File: src/rtl/nios_system_nios2_cpu_oci_dct_ctrl.sv
// OCI DCT trace-buffer sequencer.
// Packs 2-bit DCT codes into a 30-bit shift buffer and hands full or flushed
// buffers to the trace FIFO as 36-bit frames {ovf, flushed, count, buffer}.
// Optional feature macro: DCT_OVF_COUNT_EN builds the 16-bit saturating
// dropped-code counter; without it ovf_cnt reads as zero.
module nios_system_nios2_cpu_oci_dct_ctrl (
    input  logic        clk,
    input  logic        reset_n,
    input  logic        trc_en,
    input  logic        dct_valid,
    input  logic [1:0]  dct_code,
    input  logic        dct_flush,
    output logic        frm_valid,
    input  logic        frm_ready,
    output logic [35:0] frm_data,
    output logic [3:0]  dct_count,
    output logic [29:0] dct_buffer,
    output logic [15:0] ovf_cnt
);

    logic flush_pend;
    logic ovf_pend;

    logic out_free;
    logic is_full;
    logic is_empty;
    logic xfer;
    logic code_in;
    logic drop;
    logic accept;
    logic empty_next;

    // Transfer / accept / drop decisions for this cycle.
    always_comb begin
        out_free   = !frm_valid || frm_ready;
        is_full    = (dct_count == 4'd15);
        is_empty   = (dct_count == 4'd0);
        xfer       = out_free && (is_full || (flush_pend && !is_empty));
        code_in    = dct_valid && trc_en;
        drop       = code_in && is_full && !xfer;
        accept     = code_in && !drop;
        // Buffer will hold nothing after this edge: a pending flush has nothing to emit.
        empty_next = (xfer || is_empty) && !accept;
    end

    // Shift buffer, entry count and pending flags.
    always_ff @(posedge clk or negedge reset_n) begin
        if (!reset_n) begin
            dct_buffer <= '0;
            dct_count  <= '0;
            ovf_pend   <= 1'b0;
            flush_pend <= 1'b0;
        end else begin
            if (xfer) begin
                // A code arriving on the transfer edge starts the freshly cleared buffer.
                dct_buffer <= accept ? {28'b0, dct_code} : '0;
                dct_count  <= accept ? 4'd1 : 4'd0;
            end else if (accept) begin
                dct_buffer <= {dct_buffer[27:0], dct_code};
                dct_count  <= dct_count + 4'd1;
            end

            if (xfer)
                ovf_pend <= 1'b0;
            else if (drop)
                ovf_pend <= 1'b1;

            flush_pend <= (dct_flush || (flush_pend && !xfer)) && !empty_next;
        end
    end

    // Single-entry output register with valid/ready handshake.
    always_ff @(posedge clk or negedge reset_n) begin
        if (!reset_n) begin
            frm_valid <= 1'b0;
            frm_data  <= '0;
        end else if (xfer) begin
            frm_valid <= 1'b1;
            frm_data  <= {ovf_pend, !is_full, dct_count, dct_buffer};
        end else if (frm_ready) begin
            frm_valid <= 1'b0;
        end
    end

`ifdef DCT_OVF_COUNT_EN
    // Saturating count of codes lost to backpressure.
    always_ff @(posedge clk or negedge reset_n) begin
        if (!reset_n)
            ovf_cnt <= '0;
        else if (drop && (ovf_cnt != 16'hFFFF))
            ovf_cnt <= ovf_cnt + 16'd1;
    end
`else
    assign ovf_cnt = '0;
`endif

endmodule

File: config.mk
export PLATFORM = sky130hd
export DESIGN_NAME = nios_system_nios2_cpu_oci_dct_ctrl
export DESIGN_NICKNAME = d
export VERILOG_FILES = /design/src/rtl/nios_system_nios2_cpu_oci_dct_ctrl.sv
export SDC_FILE = /design/constraint.sdc
export NUM_CORES = 1
export LEC_CHECK = 0
export CORE_ASPECT_RATIO = 0.75
export CORE_MARGIN = 2
export CORE_UTILIZATION = 45
export CTS_CLUSTER_DIAMETER = 40
export DETAILED_ROUTE_END_ITERATION = 8
export GPL_TIMING_DRIVEN = 0
export PLACE_DENSITY = 0.76
export SYNTH_ARGS = -nofsm -noshare
export SYNTH_HDL_FRONTEND = slang
export SYNTH_SLANG_ARGS = --single-unit
File: constraint.sdc
create_clock -name clk -period 5.5 [get_ports clk]
set_input_delay 0.825 -clock clk [delete_from_list [all_inputs] [get_ports clk]]
set_output_delay 0.825 -clock clk [all_outputs]
set_load 0.02 [all_outputs]
==> metrics.md, run 1 <==
| Metric | Value |
|---|---|
| FF-to-FF Start | `dct_count[0]` |
| Clk_skew | `around 0.0084 ns` |
| Vias in the first global route | `2127` |
| Clock latency on the worst-skew pair | `0.35 ns` |
| Most frequent cells in the layout | `77 x clkdlybuf4s50_1, 73 x dfrtp_1, 32 x nor2_1, 29 x mux2i_1, 28 x mux2_4` |
| Status | `finished, final reports clean` |
| Worst VDD drop | `0.289 mV` |
| Crit path launch type | `register` |
| Post-layout util | `between 60% and 70%` |
| Die area | `7980 um2` |
| CTS root buf | `clkbuf_8` |
| CP Buf/Inv Count | `1` |
| I/O Pins | `95` |
| Clock slew at reported path FFs | `0.07 ns` |
| CTS tree | `yes` |
| Total leakage power | `0.00217 uW` |
| Final instance area | `around 4400 um2` |
| Power Dens Cells | `just under 500 nW/um2` |
| Post-DP HPWL | `4.59 mm` |
| HP Start | `frm_data[25]` |
| ANT cells | `0` |
| Warning count from the yosys run | `0` |
| Slowest stage delay, CP | `0.67 ns` |
| Fin nets | `353` |
| Max Fanout on Critical Path | `9` |
| Flop-to-flop setup slack | `3.37 ns` |
| Number of distinct library cells after synthesis | `37` |
| FMAX | `0.427 GHz` |
| DRC violations left | `0` |
| Synth Register Bits | `73` |
| Worst R2R Path Depth | `7` |
| Crit end category | `primary output` |
| Area growth syn-to-layout | `35.2%` |
| CTS buffer count | `9` |
| CP max-delay cell | `clkdlybuf4s50_1` |
| Max_cap viols | `0` |
| Register area share after synthesis | `between 50% and 60%` |
| Min Tclk post-route | `2.34 ns` |
| Clock power share | `18.9%` |
| Via count | `around 2100` |
| Flop pwr share | `37.5%` |
| CP arrival | `1.52 ns` |
| Ys async rst share | `100%` |
| Mean post-synth cell area | `13.7 um2` |
| Row count | `26` |
| Final setup fails | `0` |
| GRT Overall Usage | `between 10% and 20%` |
| Grt total ovfl | `0` |
| Routability cong. | `0.783` |
| Adder-cell share of the synthesized area | `0.765%` |
| Largest net degree at the start of global routing | `74` |
| Post-synth EDFFs | `0` |
| Postcts setup bufs | `0` |
| Fin crit share | `a little over two fifths` |
| Routed Antenna Nets | `0` |
| Sw frac | `35.9%` |
| Leading cell type in the layout, fill and taps excluded | `clkdlybuf4s50_1` |
| CP Class | `reg2out` |
| Number of vias per cell | `4.71` |
| Setup TNS | `0 ns` |
| Clock sinks | `73` |
| DRT Wirelength | `6.62 mm` |
| Cells after Synth | `239` |
| Largest family of logic cells by synthesized area | `multiplexers` |
| Synth Area in Compound Gates | `between 3 and 4%` |
| Worst Hold Path EP | `frm_data[25]` |
| Internal power | `1380 uW` |
| Reg-to-Reg End | `frm_data[2]` |
| Critical path cell sequence | `clkdlybuf4s50_1` |
| Syn Std Cell Area | `3270 um2` |
| Iter 0 DRT Violations | `71` |
| Switching power | `774 uW` |
| Core box area | `6930 um2` |
| Die Wd | `102 um` |
| Fraction of layout cells with a size suffix above 1 | `a little under a quarter` |
| Die height | `77.9 um` |
| Post-cts sizing count | `0` |
| RSZ-0062 raised after global routing | `no` |
| Pins Over Slew Limit | `0` |
| Final number of hold-violating endpoints | `0` |
| Hold depth | `1` |
| Post-synth top flop | `dfrtp_1` |
| Buffers on Ports | `78` |
| Delay-heaviest family, CP | `buffers and inverters` |
| Total power | `2160 uW` |
| Slew margin rel. | `roughly two fifths` |
| Worst-Margin Slew | `between 0.9 and 1 ns` |
| Hold WC Path Type | `reg2reg` |
| Clk buf depth | `2` |
| Logic gate share of total power | `43.5%` |
| Drt first pass iters | `4` |
| Antenna violations before repair | `0` |
| WP data required | `4.68 ns` |
| Mux share of post-synthesis cell area | `about a quarter` |
| First-pass GRT wire length | `10.8 mm` |
| XOR/XNOR share of the synthesized area | `0%` |
| Number of H-tree levels | `3` |
| Wire per inst | `14.9 um` |
| Synth Area in Simple Gates | `7.38%` |
| Starting density of the core | `47.2%` |
| Post-cts hold buffer count | `0` |
| Area after DPL | `4230 um2` |
-- metrics by stage --
stage / std cells / worst slack (ns) / hold slack, ns
2_1_floorplan: 254 / 3.53 / 0.459
3_3_place_gp: 430 / 1.16 / 0.488
3_5_place_dp: 430 / 2.95 / 0.495
4_1_cts: 445 / 3.16 / 0.516
5_1_grt: 445 / 3.10 / 0.524
6_report: 445 / 3.16 / 0.512
-- routing by layer --
layer / vias to the layer above / GRT usage, % / routed length, um
met5: - / 0 / 0
met4: 0 / 4.80 / 68
met3: 8 / 6.49 / 428
met2: 75 / 25.4 / 2950
met1: 1022 / 25.5 / 3170
li1: 992 / - / -
-- cells in the mapped netlist, types with 2 or more instances --
master / n / area share, %
mux2_4: 28 / 13
o21ai_0: 2 / 0.31
nor2_1: 32 / 3.7
ha_1: 2 / 0.76
mux2i_1: 29 / 8.9
nand3_1: 2 / 0.31
mux2_2: 6 / 2.1
buf_8: 2 / 0.92
o211ai_1: 2 / 0.46
buf_12: 3 / 1.8
a21oi_1: 5 / 0.76
buf_2: 3 / 0.46
nand2_1: 7 / 0.80
buf_4: 16 / 3.7
buf_6: 3 / 1.0
inv_1: 3 / 0.34
nand2b_1: 2 / 0.38
dfrtp_1: 73 / 56
-- worst max path at each step --
stage	startpoint	endpoint	slack (ns)	cells past startpoint
3_5_place_dp	frm_ready	ovf_pend	2.95	5
2_1_floorplan	frm_ready	frm_data[10]	3.53	6
3_3_place_gp	reset_n	frm_data[2]	1.16	1
6_report	dct_count[2]	dct_count[2]	3.16	1
5_1_grt	dct_count[2]	dct_count[2]	3.10	1
4_1_cts	dct_count[2]	dct_count[2]	3.16	1
-- final cells by class --
cell class | instances | area (um2)
multi-input cells | 150 | 1230
clock inverters | 5 | 56.3
plain buffers | 28 | 263
flip-flops and latches | 73 | 1830
inverters | 3 | 11.3
repair buffers | 78 | 778
clock buffers | 10 | 138
fillers | 569 | 2500
well taps | 98 | 123
-- registers in the layout, indices dropped and copies added, names as in the netlist --
signal,flops
frm_data,36
dct_buffer,30
dct_count,4
flush_pend,1
frm_valid,1
ovf_pend,1
-- logic make-up after synthesis --
group / count (synthesis)
AOI/OAI and AO/OA: 17
adders and majority gates: 2
buffers and inverters: 31
DFF: 73
muxes: 63
other: 1
and+or+nand+nor: 52
-- power by group through the flow --
stage / Sequential (uW) / Clock (uW) / Combinational, uW
global route: 833 / 445 / 1000
finish: 810 / 408 / 939
floorplan: 956 / 0 / 419
detailed placement: 818 / 0 / 944
CTS: 810 / 421 / 950
global placement: 814 / 0 / 934
Power figures use the tool's default switching activity.
==> run 2, diff against run 1 <==
==> constraint.sdc (replaced) <==
create_clock -name clk -period 2.4 [get_ports clk]
set_input_delay 0.36 -clock clk [delete_from_list [all_inputs] [get_ports clk]]
set_output_delay 0.36 -clock clk [all_outputs]
set_load 0.02 [all_outputs]
==> results of run 2 <==
Same layout as run 1 (identical final DEF). Status: finished, final reports clean.
Among the figures that moved: setup slack after placement 2.95 ns -> 0.310 ns; setup slack after layout 3.16 ns -> 0.275 ns; hold slack 0.512 ns -> 0.134 ns; start point of the critical path dct_count[2] -> dct_count[0]; end point of the critical path dct_count[2] -> frm_data[2]; register-to-register setup slack 3.37 ns -> 0.27 ns; total power 2160 uW -> 4940 uW; worst IR drop on VDD 0.289 mV -> 0.662 mV
==> run 3, diff against run 2 <==
--- a/config.mk
+++ b/config.mk
@@ -10,7 +10,6 @@
 export CORE_UTILIZATION = 45
 export CTS_CLUSTER_DIAMETER = 40
 export DETAILED_ROUTE_END_ITERATION = 8
-export GPL_TIMING_DRIVEN = 0
 export PLACE_DENSITY = 0.76
 export SYNTH_ARGS = -nofsm -noshare
 export SYNTH_HDL_FRONTEND = slang
==> run 3 against run 2 <==
Effect of this change: power decreased by 1.0%; maximum frequency increased by 7.6%; largest cell class unchanged; core utilization decreased by 2.6 points; global-route usage decreased by 0.55 points; clock-buffer cell count increased by 1; setup slack improved by 0.15 ns; sequential cell count unchanged; clock skew increased by 0.0034 ns; clock power increased by 3.0%.
==> metrics.md, run 3 (synthesized netlist as in run 1, its figures left out) <==
| Metric | Value |
|---|---|
| Clock latency on the worst-skew pair | `0.34 ns (was 0.35 ns)` |
| Worst VDD drop | `0.545 mV (was 0.662 mV)` |
| Final setup fails | `0 (unchanged)` |
| Grt total ovfl | `0 (unchanged)` |
| Total leakage power | `0.00205 uW (was 0.00217 uW)` |
| RSZ-0062 raised after global routing | `no (unchanged)` |
| Most frequent cells in the layout | `77 x clkdlybuf4s50_1, 73 x dfrtp_1, 32 x nor2_1, 29 x mux2i_1, 28 x mux2_4 (unchanged)` |
| FMAX | `0.506 GHz (was 0.471 GHz)` |
| Placed cells | `408 (was 430)` |
| I/O Pins | `95 (unchanged)` |
| Slew margin rel. | `40.6% (was 39.5%)` |
| Drt first pass iters | `4 (unchanged)` |
| Setup TNS | `0 ns (unchanged)` |
| Hold WC Path Type | `in2async (unchanged)` |
| FF/Latch Area | `1830 um2 (unchanged)` |
| CP arrival | `2.20 ns (was 2.35 ns)` |
| Max reg flops | `36 (unchanged)` |
| Post-DP HPWL | `4.31 mm (was 4.59 mm)` |
| Min Tclk post-route | `1.98 ns (was 2.13 ns)` |
| Post-cts hold buffer count | `0 (unchanged)` |
| Clk buf depth | `2 (unchanged)` |
| CP Class | `reg2reg (unchanged)` |
| Wire per inst | `14.8 um (was 14.9 um)` |
| Starting density of the core | `47.2% (unchanged)` |
| DP Worst Slack | `0.359 ns (was 0.310 ns)` |
| Postcts setup bufs | `0 (unchanged)` |
| Clock sinks | `73 (unchanged)` |
| Largest Register | `frm_data (unchanged)` |
| Routability cong. | `0.780 (was 0.783)` |
| CTS buffer count | `9 (unchanged)` |
| Die area | `7980 um2 (unchanged)` |
| Buffers on Ports | `78 (unchanged)` |
| Power Dens Cells | `1150 nW/um2 (was 1120 nW/um2)` |
| Via count | `2022 (was 2097)` |
| Crit end category | `register (unchanged)` |
| Reg-to-Reg End | `frm_data[0] (was frm_data[2])` |
| First-pass GRT wire length | `10.5 mm (was 10.8 mm)` |
| Number of vias per cell | `4.77 (was 4.71)` |
| Crit path launch type | `register (unchanged)` |
| Antenna violations before repair | `0 (unchanged)` |
| Core box area | `6930 um2 (unchanged)` |
| DRC violations left | `0 (unchanged)` |
| Routed Antenna Nets | `0 (unchanged)` |
| Iter 0 DRT Violations | `65 (was 71)` |
| Die height | `77.9 um (unchanged)` |
| Max Fanout on Critical Path | `12 (was 10)` |
| Hold Slack | `0.132 ns (was 0.134 ns)` |
| Clk_skew | `0.0119 ns (was 0.00845 ns)` |
| GRT Overall Usage | `17.2% (was 17.8%)` |
| Max_cap viols | `0 (unchanged)` |
| DRT Wirelength | `6.29 mm (was 6.62 mm)` |
| Layout filler cell count | `584 (was 569)` |
| Area occupied by multi-input gates | `1230 um2 (about the same)` |
| Final worst slack | `0.425 ns (was 0.275 ns)` |
| Leading cell type in the layout, fill and taps excluded | `clkdlybuf4s50_1 (unchanged)` |
| Largest regs | `frm_data x36, dct_buffer x30, dct_count x4 (unchanged)` |
| Largest net degree at the start of global routing | `74 (unchanged)` |
| Area growth syn-to-layout | `29.7% (was 35.2%)` |
| WP data required | `2.62 ns (was 2.63 ns)` |
| Vias in the first global route | `1998 (was 2127)` |
| Fin cells | `424 (was 445)` |
| Pins Over Slew Limit | `0 (unchanged)` |
| Number of H-tree levels | `3 (unchanged)` |
| FF-to-FF Start | `dct_count[0] (unchanged)` |
| Worst-Margin Slew | `0.892 ns (was 0.908 ns)` |
| Row count | `26 (unchanged)` |
| Fin crit share | `82.3% (was 88.5%)` |
| Fraction of layout cells with a size suffix above 1 | `19.6% (was 23.9%)` |
| Final number of hold-violating endpoints | `0 (unchanged)` |
| ANT cells | `0 (unchanged)` |
| Die Wd | `102 um (unchanged)` |
| Worst R2R Path Depth | `7 (unchanged)` |
| CTS root buf | `clkbuf_8 (unchanged)` |
| Flop-to-flop setup slack | `0.42 ns (was 0.27 ns)` |
| Post-cts sizing count | `0 (unchanged)` |
| Clock slew at reported path FFs | `0.08 ns (was 0.07 ns)` |
| CTS tree | `yes (unchanged)` |
| Fin nets | `331 (was 353)` |
| Status | `finished, final reports clean (unchanged)` |
run 3: worst max-delay path by stage:
| stage | cells after the start | slack, ns | to | from |
|---|---|---|---|---|
| final | 7 | 0.42 | frm_data[0] | dct_count[0] |
| after global routing | 7 | 0.30 | frm_data[0] | dct_count[0] |
| after floorplan | 7 | 0.43 | frm_data[10] | dct_count[0] |
| after CTS | 7 | 0.42 | frm_data[0] | dct_count[0] |
| after detailed placement | 6 | 0.36 | frm_data[8] | frm_ready |
| after global placement | 6 | 0.37 | frm_data[8] | frm_ready |
run 3: cell type report:
| cell class | instances | area share [%] |
|---|---|---|
| Clock buffer | 11 | 3.57 |
| Clock inverter | 5 | 1.27 |
| Inverter | 3 | 0.265 |
| Multi-Input combinational cell | 150 | 29.0 |
| Sequential cell | 73 | 43.0 |
| Tap cell | 98 | 2.89 |
| Timing Repair Buffer | 84 | 20.0 |
run 3: stage by stage:
| step | area, um2 | util [%] | power [uW] |
|---|---|---|---|
| 2_1_floorplan | 3330 | - | 3150 |
| 3_3_place_gp | 4040 | 58.3 | 3930 |
| 3_5_place_dp | 4040 | 58.3 | 3980 |
| 4_1_cts | 4250 | 61.3 | 4960 |
| 5_1_grt | 4250 | 61.3 | 5190 |
| 6_report | 4250 | 61.3 | 4890 |
run 3: power by group:
part	switching (uW)	internal, uW	total (uW)
clock	429	533	962
sequential	311	1550	1860
combinational	1000	1060	2070
total	1740	3150	4890
run 3: metal layers:
layer  routed length, um  global-route usage (%)  up-vias  share of wire [%]
met5                   0                       0        -                  0
met4                  27                    3.60        0               0.43
met3                 375                    6.58        4                6.0
met2                2760                    24.6       71                 44
met1                3120                    24.9      995                 50
li1                    -                       -      952                  -
run 3: worst max-delay path: stages (launching register included):
cell and delay (ns):
dfrtp_1 0.47, inv_1 0.09, ha_1 0.16, nand2b_1 0.07
a21oi_2 0.24, nand2b_2 0.20, buf_4 0.25, mux2_2 0.36
